--- config.mk ---
export PLATFORM = sky130hd
export DESIGN_NAME = fetch_hazard_ctrl
export DESIGN_NICKNAME = d
export VERILOG_FILES = /design/src/rtl/fetch_hazard_ctrl.sv
export SDC_FILE = /design/constraint.sdc
export NUM_CORES = 1
export LEC_CHECK = 0
export ABC_AREA = 1
export CAP_MARGIN = 30
export CORE_AREA = 2 2 91 93
export DETAILED_ROUTE_END_ITERATION = 8
export DIE_AREA = 0 0 93 95
export PLACE_DENSITY_LB_ADDON = 0.05
export RECOVER_POWER = 100
export SLEW_MARGIN = 20
export SYNTH_ARGS = -nofsm -noshare
export SYNTH_HDL_FRONTEND = slang
export SYNTH_SLANG_ARGS = --single-unit
--- constraint.sdc ---
create_clock -name clk -period 2.4 [get_ports clk]
set_input_delay 0.36 -clock clk [delete_from_list [all_inputs] [get_ports clk]]
set_output_delay 0.36 -clock clk [all_outputs]
set_load 0.01 [all_outputs]
--- src/rtl/fetch_hazard_ctrl.sv ---
// fetch_hazard_ctrl
//   Sequencer for the IF stage and the IF/ID latch. It stalls the PC and IF/ID
//   on load-use hazards and on instruction-memory wait. It redirects the PC on a
//   taken branch or jump resolved in EX/MEM and flushes wrong-path instructions.
//   A redirect that arrives while memory is not ready is held until the fetch
//   can complete. Saturating counters report stall cycles and applied redirects.
//
// Ports
//   clk, rst        rising-edge clock, synchronous active-high reset
//   ex_mem_pc_src   taken branch/jump resolved in EX/MEM
//   ex_mem_npc      redirect target
//   imem_ready      instruction memory has valid data this cycle
//   id_ex_mem_read  instruction in ID/EX is a load
//   id_ex_rt        load destination register
//   if_id_rs/rt     source registers of the instruction in IF/ID
//   pc_we, pc_sel   PC load enable and mux select (0: PC+1, 1: pc_target)
//   pc_target       redirect address (zero whenever pc_sel=0)
//   if_id_we        IF/ID latch enable
//   if_id_flush     IF/ID loads a NOP this edge
//   id_ex_bubble    ID/EX control fields forced to zero this edge
//   stall_cnt       cycles with pc_we=0, saturating
//   flush_cnt       redirects applied, saturating
//   dbg_state       current sequencer state (RUN/LU_STALL/MEM_WAIT)
//
// Handshake: imem_ready acts as the fetch "ready". A fetch completes, and the
// PC may advance or be redirected, only in a cycle where imem_ready=1. In any
// cycle with imem_ready=0 the PC holds and a NOP is fed into ID.

module fetch_hazard_ctrl #(
    parameter int ADDR_W = 32,
    parameter int REG_W  = 5,
    parameter int CNT_W  = 16
) (
    input  logic              clk,
    input  logic              rst,
    input  logic              ex_mem_pc_src,
    input  logic [ADDR_W-1:0] ex_mem_npc,
    input  logic              imem_ready,
    input  logic              id_ex_mem_read,
    input  logic [REG_W-1:0]  id_ex_rt,
    input  logic [REG_W-1:0]  if_id_rs,
    input  logic [REG_W-1:0]  if_id_rt,
    output logic              pc_we,
    output logic              pc_sel,
    output logic [ADDR_W-1:0] pc_target,
    output logic              if_id_we,
    output logic              if_id_flush,
    output logic              id_ex_bubble,
    output logic [CNT_W-1:0]  stall_cnt,
    output logic [CNT_W-1:0]  flush_cnt,
    output logic [1:0]        dbg_state
);

    typedef enum logic [1:0] {
        RUN      = 2'd0,
        LU_STALL = 2'd1,
        MEM_WAIT = 2'd2
    } state_t;

    state_t            state_q, state_d;
    logic              pend_vld_q, pend_vld_d;
    logic [ADDR_W-1:0] pend_pc_q, pend_pc_d;
    logic [CNT_W-1:0]  stall_cnt_q, stall_cnt_d;
    logic [CNT_W-1:0]  flush_cnt_q, flush_cnt_d;

    logic              lu_haz;
    logic              redir;
    logic [ADDR_W-1:0] redir_target;
    logic              stall_inc;
    logic              flush_inc;

    // r0 is hard-wired zero, so a load targeting it never creates a hazard.
    assign lu_haz = id_ex_mem_read && (id_ex_rt != '0) &&
                    ((id_ex_rt == if_id_rs) || (id_ex_rt == if_id_rt));

    // A live redirect from EX/MEM is newer than anything pending.
    assign redir        = ex_mem_pc_src || pend_vld_q;
    assign redir_target = ex_mem_pc_src ? ex_mem_npc : pend_pc_q;

    always_comb begin
        pc_we        = 1'b1;
        pc_sel       = 1'b0;
        pc_target    = '0;
        if_id_we     = 1'b1;
        if_id_flush  = 1'b0;
        id_ex_bubble = 1'b0;
        state_d      = RUN;
        pend_vld_d   = pend_vld_q;
        pend_pc_d    = pend_pc_q;
        stall_inc    = 1'b0;
        flush_inc    = 1'b0;

        if (rst) begin
            if_id_flush  = 1'b1;
            id_ex_bubble = 1'b1;
        end else if (imem_ready && redir) begin
            // Redirect wins over everything, including a load-use stall.
            pc_sel       = 1'b1;
            pc_target    = redir_target;
            if_id_flush  = 1'b1;
            id_ex_bubble = 1'b1;
            pend_vld_d   = 1'b0;
            flush_inc    = 1'b1;
            state_d      = RUN;
        end else if (!imem_ready) begin
            pc_we        = 1'b0;
            if_id_flush  = 1'b1;
            id_ex_bubble = lu_haz;
            if (ex_mem_pc_src) begin
                pend_vld_d = 1'b1;
                pend_pc_d  = ex_mem_npc;
            end
            stall_inc = 1'b1;
            state_d   = MEM_WAIT;
        end else if ((state_q == RUN) && lu_haz) begin
            // One-cycle stall; in LU_STALL the hazard is ignored so the
            // dependent instruction issues on the following cycle.
            pc_we        = 1'b0;
            if_id_we     = 1'b0;
            id_ex_bubble = 1'b1;
            stall_inc    = 1'b1;
            state_d      = LU_STALL;
        end else begin
            state_d = RUN;
        end
    end

    always_comb begin
        stall_cnt_d = stall_cnt_q;
        flush_cnt_d = flush_cnt_q;
        if (stall_inc && (stall_cnt_q != '1)) stall_cnt_d = stall_cnt_q + CNT_W'(1);
        if (flush_inc && (flush_cnt_q != '1)) flush_cnt_d = flush_cnt_q + CNT_W'(1);
    end

    always_ff @(posedge clk) begin
        if (rst) begin
            state_q     <= RUN;
            pend_vld_q  <= 1'b0;
            pend_pc_q   <= '0;
            stall_cnt_q <= '0;
            flush_cnt_q <= '0;
        end else begin
            state_q     <= state_d;
            pend_vld_q  <= pend_vld_d;
            pend_pc_q   <= pend_pc_d;
            stall_cnt_q <= stall_cnt_d;
            flush_cnt_q <= flush_cnt_d;
        end
    end

    assign stall_cnt = stall_cnt_q;
    assign flush_cnt = flush_cnt_q;
    assign dbg_state = state_q;

endmodule

==> impl_metrics.env, run 1 <==
export IMPL_outcome="complete, no violations"
export IMPL_clkTransAtPathRegs_ns=0.06
export IMPL_worst_path_stages=6
export IMPL_dr_total_vias=3853
export IMPL_globalplace_congestion=0.878
export IMPL_first_global_vias=3533
export IMPL_async_flop_share_pct=0
export IMPL_min_period_over_period_pct=96.8
export IMPL_synth_seq_cells=67
export IMPL_critical_path_startpoint="rst"
export IMPL_drt_first_pass_iters=4
export IMPL_drc_errors=0
export IMPL_fill_cells=766
export IMPL_power_density_nw_per_um2=472
export IMPL_grt_pass1_wl_um=15800
export IMPL_syn_area_um2=3550
export IMPL_ff2ff_path_depth=9
export IMPL_clock_sinks=67
export IMPL_path_buf_inv=4
export IMPL_htreeDepth=3
export IMPL_core_area_um2=7930
export IMPL_tightest_slew_ns=0.685
export IMPL_cts_tree="built"
export IMPL_clock_root_buffer="clkbuf_8"
export IMPL_clock_path_buffers=2
export IMPL_ys_flop_type="dfxtp_1"
export IMPL_syn_inst=529
export IMPL_multi_input_area_um2=1830
export IMPL_post_cts_setup_buffers=0
export IMPL_die_area_um2=8840
export IMPL_routed_wl_met2_um=4660
export IMPL_syn_num_nets=583
export IMPL_synthToLayoutAreaGrowth_pct=44.0
export IMPL_finalHoldViolCount=0
export IMPL_wl_per_cell_um=12.4
export IMPL_leakagePower_nw=2.29
export IMPL_critical_path_arrival_ns=1.96
export IMPL_cap_violations=0
export IMPL_clock_latency_ns=0.34
export IMPL_drt_iter0_drc=77
export IMPL_die_w_um=93
export IMPL_r2r_slack_ns=0.24
export IMPL_ir_drop_v=0.000236
export IMPL_relSlewSlack_pct=54.4
export IMPL_whs_ns=0.479
export IMPL_grt_usage_pct=22.2
export IMPL_rows=33
export IMPL_synth_edf_count=0
export IMPL_path_cells="dlygate4sd3_1 > nor2_1 > inv_2 > nor2_1 > clkbuf_1 > clkdlybuf4s50_1"
export IMPL_rsz0062_at_grt="no"
export IMPL_ant_nets=0
export IMPL_crit_type="in -> out"
export IMPL_max_freq_mhz=430
export IMPL_hp_class="reg -> reg"
export IMPL_setup_viol=0
export IMPL_antenna_found_initial=0
export IMPL_crit_required_ns=2.04
export IMPL_grt_overflow_total=0
export IMPL_diodes=0
export IMPL_final_common_cell="nand2_1"
export IMPL_finClkSkew_ns=0.0139
export IMPL_endpoint_kind="output port"
export IMPL_tns_ns=0
export IMPL_wirelength_um=9500
export IMPL_ys_warn_count=0
export IMPL_ios=123
export IMPL_io_buffers=122
export IMPL_slowest_delay_ns=0.59
export IMPL_cts_buffers=9
export IMPL_synthDistinctLibCells=33
export IMPL_die_height_um=95
export IMPL_ys_seq_area_share_pct=37.8
export IMPL_dp_hpwl_um=6910
export IMPL_wl_met1_um=4100
export IMPL_avgSynthCellArea_um2=6.71
export IMPL_period_minus_slack_ns=2.32
export IMPL_critPathSlowestCell="clkdlybuf4s50_1"
export IMPL_path_max_fanout=2
export IMPL_layout_common_cells="111 x nand2_1, 76 x nor2_1, 67 x inv_1, 67 x dfxtp_1, 49 x clkdlybuf4s50_1"
export IMPL_final_max_slew_violation_count=0
export IMPL_drive_above_1_share_pct=6.48
export IMPL_finalNetCount=713
export IMPL_r2r_start="stall_cnt[1]"
export IMPL_avgViaCountPerCell=5.01
export IMPL_cp_common_cell="nor2_1"
export IMPL_dr_wl_met3_um=533
export IMPL_critPathTopFamily="buffers and inverters"
export IMPL_cp_start_kind="input port"
export IMPL_grt_max_degree=41
export IMPL_ff_latch_area_um2=1340
export IMPL_start_util_pct=44.7
export IMPL_cp_endpoint="pc_sel"
export IMPL_highest_layer="met4"
export IMPL_reg2reg_to="stall_cnt[15]"
## kinds of logic after synthesis
kind of cell	count (synthesis)	share of synthesized area [%]
and+or+nand+nor	248	31.2
AOI/OAI and AO/OA	97	14.9
buffers and inverters	95	10.4
DFF	67	37.8
xor gates and xnor gates	20	4.94
adders and majority gates	2	0.705
## how the worst min path moves through the flow
| stage | from | end | slack, ns | cells after the start |
|---|---|---|---|---|
| 5_1_grt | pend_pc_q[14] | pend_pc_q[14] | 0.50 | 2 |
| 3_3_place_gp | pend_pc_q[26] | pend_pc_q[26] | 0.46 | 2 |
| 4_1_cts | pend_pc_q[10] | pend_pc_q[10] | 0.48 | 2 |
| 6_report | pend_pc_q[26] | pend_pc_q[26] | 0.48 | 2 |
| 2_1_floorplan | imem_ready | dbg_state[1] | 0.45 | 1 |
| 3_5_place_dp | pend_pc_q[10] | pend_pc_q[10] | 0.47 | 2 |
## sequential cells by signal, summed over array words and instances, names as in the netlist
signal      count
dbg_state       2
pend_pc_q      32
stall_cnt      16
pend_vld_q      1
flush_cnt      16
## where the power goes
| part | internal (mW) | switching [mW] | total [mW] |
|---|---|---|---|
| combinational | 0.185 | 0.198 | 0.383 |
| clock | 0.428 | 0.434 | 0.862 |
| sequential | 1.15 | 0.0123 | 1.16 |
## per-stage QoR
step / util, % / power (mW) / instances / cell area (um^2) / setup slack [ns]
2_1_floorplan: - / 1.39 / 529 / 3550 / 0.585
3_3_place_gp: 62.9 / 1.58 / 753 / 4990 / -0.129
3_5_place_dp: 62.9 / 1.59 / 753 / 4990 / -0.173
4_1_cts: 64.7 / 2.44 / 769 / 5130 / 0.0972
5_1_grt: 64.4 / 2.53 / 769 / 5110 / 0.00734
6_report: 64.4 / 2.41 / 769 / 5110 / 0.0757
## tightest hold or removal path, cell delays in order, from the launching register on
cell and delay, ns:
dfxtp_1 0.30, inv_1 0.06, o22ai_1 0.08
## cell type report
| type | instances | area share, % |
|---|---|---|
| Clock inverter | 4 | 0.490 |
| Clock buffer | 12 | 3.04 |
| Multi-Input combinational cell | 367 | 35.9 |
| Sequential cell | 67 | 26.3 |
| Inverter | 72 | 5.29 |
| Tap cell | 105 | 2.57 |
| Timing Repair Buffer | 142 | 26.4 |
## what timing repair did
item                                    CTS  global route
hold buffers                              0             0
endpoints found under the setup margin   35             1
gates resized for setup                  37             5
pin swaps                                 0             1
## synth_stat cells, drive strengths merged (5+ instances only)
master  instances  area (um^2)
a21oi          23          115
buf             6         35.0
clkbuf         17         63.8
dfxtp          67         1340
inv            71          267
nand2         113          432
nand3          19          108
nand4          22          153
nor2           78          303
nor3            6         30.0
nor3b           5         48.8
o21ai          40          200
o22ai          32          200
xnor2          10         87.6
xor2           10         87.6
## routing by layer
metal | vias up | global-route usage (%)
met5 | - | 0
met4 | 0 | 9.07
met3 | 18 | 5.03
met2 | 108 | 38.6
met1 | 1740 | 26.5
li1 | 1987 | -
Note: power is estimated with default switching activity, not from simulation.
==> inputs of run 2 (changes only) <==
--- a/config.mk
+++ b/config.mk
@@ -10,7 +10,7 @@
 export CORE_AREA = 2 2 91 93
 export DETAILED_ROUTE_END_ITERATION = 8
 export DIE_AREA = 0 0 93 95
-export PLACE_DENSITY_LB_ADDON = 0.05
+export PLACE_DENSITY = 0.8
 export RECOVER_POWER = 100
 export SLEW_MARGIN = 20
 export SYNTH_ARGS = -nofsm -noshare
==> run 2 against run 1 <==
Net effect:
- cell count decreased by 0.13%
- largest power group unchanged
- clock power up 24%
- non-clock buffer count is 1 lower
- total power increased by 8.7%
- highest routed layer unchanged
- critical path depth increased by 1
- register-to-register slack improved by 0.15 ns
- combinational power barely moved
- global-route usage shrank 0.097 points
==> impl_metrics.env, run 2 (synthesis results as in run 1) <==
export IMPL_outcome="complete, no violations"
export IMPL_antenna_found_initial=0
export IMPL_clkTransAtPathRegs_ns=0.07
export IMPL_synthToLayoutAreaGrowth_pct=45.1
export IMPL_leakagePower_nw=2.31
export IMPL_clock_sinks=67
export IMPL_slowest_delay_ns=0.55
export IMPL_ir_drop_v=0.000289
export IMPL_setup_viol=0
export IMPL_die_w_um=93
export IMPL_finClkSkew_ns=0.0114
export IMPL_final_common_cell="nand2_1"
export IMPL_globalplace_congestion=0.941
export IMPL_cap_violations=0
export IMPL_cts_buffers=9
export IMPL_post_cts_setup_buffers=0
export IMPL_crit_required_ns=2.04
export IMPL_htreeDepth=3
export IMPL_drt_iter0_drc=122
export IMPL_min_period_over_period_pct=97.0
export IMPL_grt_max_degree=37
export IMPL_finalNetCount=712
export IMPL_start_util_pct=44.7
export IMPL_diodes=0
export IMPL_endpoint_kind="output port"
export IMPL_path_max_fanout=2
export IMPL_critPathTopFamily="buffers and inverters"
export IMPL_clock_root_buffer="clkbuf_8"
export IMPL_die_height_um=95
export IMPL_rsz0062_at_grt="no"
export IMPL_grt_pass1_wl_um=15900
export IMPL_die_area_um2=8840
export IMPL_critical_path_arrival_ns=1.97
export IMPL_tightest_slew_ns=0.690
export IMPL_cp_common_cell="nor2_1"
export IMPL_ant_nets=0
export IMPL_largest_reg_flops=32
export IMPL_io_buffers=122
export IMPL_placed_area_um2=4970
export IMPL_drc_errors=0
export IMPL_drt_first_pass_iters=5
export IMPL_layout_setup_ws_ns=0.0723
export IMPL_crit_type="in -> out"
export IMPL_wl_per_cell_um=12.4
export IMPL_clock_path_buffers=2
export IMPL_drive_above_1_share_pct=6.94
export IMPL_dp_hpwl_um=7100
export IMPL_dpl_worst_slack_ns=-0.141
export IMPL_final_util_pct=64.9
export IMPL_hold_buffers=0
export IMPL_first_global_vias=3665
export IMPL_grt_usage_pct=22.1
export IMPL_cp_start_kind="input port"
export IMPL_path_cells="dlygate4sd3_1 > inv_1 > nor2_1 > inv_2 > nor2_1 > clkbuf_4 > clkdlybuf4s50_1"
export IMPL_top_register="pend_pc_q"
export IMPL_wirelength_um=9540
export IMPL_p_total_mw=2.62
export IMPL_period_minus_slack_ns=2.33
export IMPL_power_density_nw_per_um2=508
export IMPL_final_max_slew_violation_count=0
export IMPL_clock_latency_ns=0.34
export IMPL_finalHoldViolCount=0
export IMPL_relSlewSlack_pct=54.0
export IMPL_final_area_um2=5150
export IMPL_core_area_um2=7930
export IMPL_dr_total_vias=3925
export IMPL_cts_tree="built"
export IMPL_max_freq_mhz=430
export IMPL_avgViaCountPerCell=5.11
export IMPL_path_buf_inv=5
export IMPL_grt_overflow_total=0
export IMPL_fill_cells=722
export IMPL_ios=123
export IMPL_layout_common_cells="109 x nand2_1, 76 x nor2_1, 67 x inv_1, 67 x dfxtp_1, 51 x clkdlybuf4s50_1"
export IMPL_rows=33
export IMPL_critPathSlowestCell="dlygate4sd3_1"
export IMPL_hp_class="reg -> reg"
## run 2: area by class of cell
type / instances / area (um^2) / area share [%]
Tap cell: 105 / 131 / 2.55
Clock buffer: 12 / 155 / 3.01
Timing Repair Buffer: 141 / 1340 / 26.1
Clock inverter: 4 / 72.6 / 1.41
Multi-Input combinational cell: 367 / 1840 / 35.7
Sequential cell: 67 / 1340 / 26.1
Inverter: 72 / 270 / 5.25
## run 2: per-stage QoR
| stage | hold slack, ns | TNS (ns) | instances |
|---|---|---|---|
| finish | 0.481 | 0 | 768 |
| global route | 0.498 | 0 | 768 |
| CTS | 0.484 | 0 | 768 |
| detailed placement | 0.474 | -0.763 | 752 |
| global placement | 0.464 | -0.712 | 752 |
| floorplan | 0.448 | 0 | 529 |
## run 2: path summary, 6_finish.rpt
| check | from | endpoint | slack, ns | cells after the start |
|---|---|---|---|---|
| setup / recovery | imem_ready | pc_sel | 0.07 | 7 |
| hold / removal | pend_pc_q[2] | pend_pc_q[2] | 0.48 | 2 |
| setup reg to reg | stall_cnt[0] | stall_cnt[0] | 0.39 | 10 |
| hold reg to reg | pend_pc_q[2] | pend_pc_q[2] | 0.48 | 2 |
## run 2: timing repair
item,4_1_cts,5_1_grt
setup endpoints to repair,35,2
resized for setup,35,4
cloned,0,0
## run 2: worst reg2reg max path, delay by kind of cell, from the launching register on
family	cells	cell delay [ns]
fa+ha+maj	1	0.26
flops	1	0.41
simple gates	9	1.24
## run 2: layer usage
layer / vias to the layer above / part of all wire (%) / global-route usage, %
met5: - / 0 / 0
met4: 0 / 2.1 / 9.56
met3: 22 / 6.4 / 4.47
met2: 149 / 49 / 38.5
met1: 1764 / 43 / 26.4
li1: 1990 / - / -
## run 2: power breakdown
| part | leakage (nW) | switching, mW | internal [mW] | total, mW |
|---|---|---|---|---|
| registers | 0.546 | 0.0131 | 1.15 | 1.16 |
| clock network | 0.113 | 0.430 | 0.641 | 1.07 |
| logic | 1.65 | 0.199 | 0.183 | 0.382 |
| total | 2.31 | 0.642 | 1.98 | 2.62 |
==> inputs of run 3 (changes only) <==
--- a/config.mk
+++ b/config.mk
@@ -16,3 +16,4 @@
 export SYNTH_ARGS = -nofsm -noshare
 export SYNTH_HDL_FRONTEND = slang
 export SYNTH_SLANG_ARGS = --single-unit
+export TNS_END_PERCENT = 100
==> results of run 3 <==
The final DEF is identical to that of run 2; final timing and power are the same.
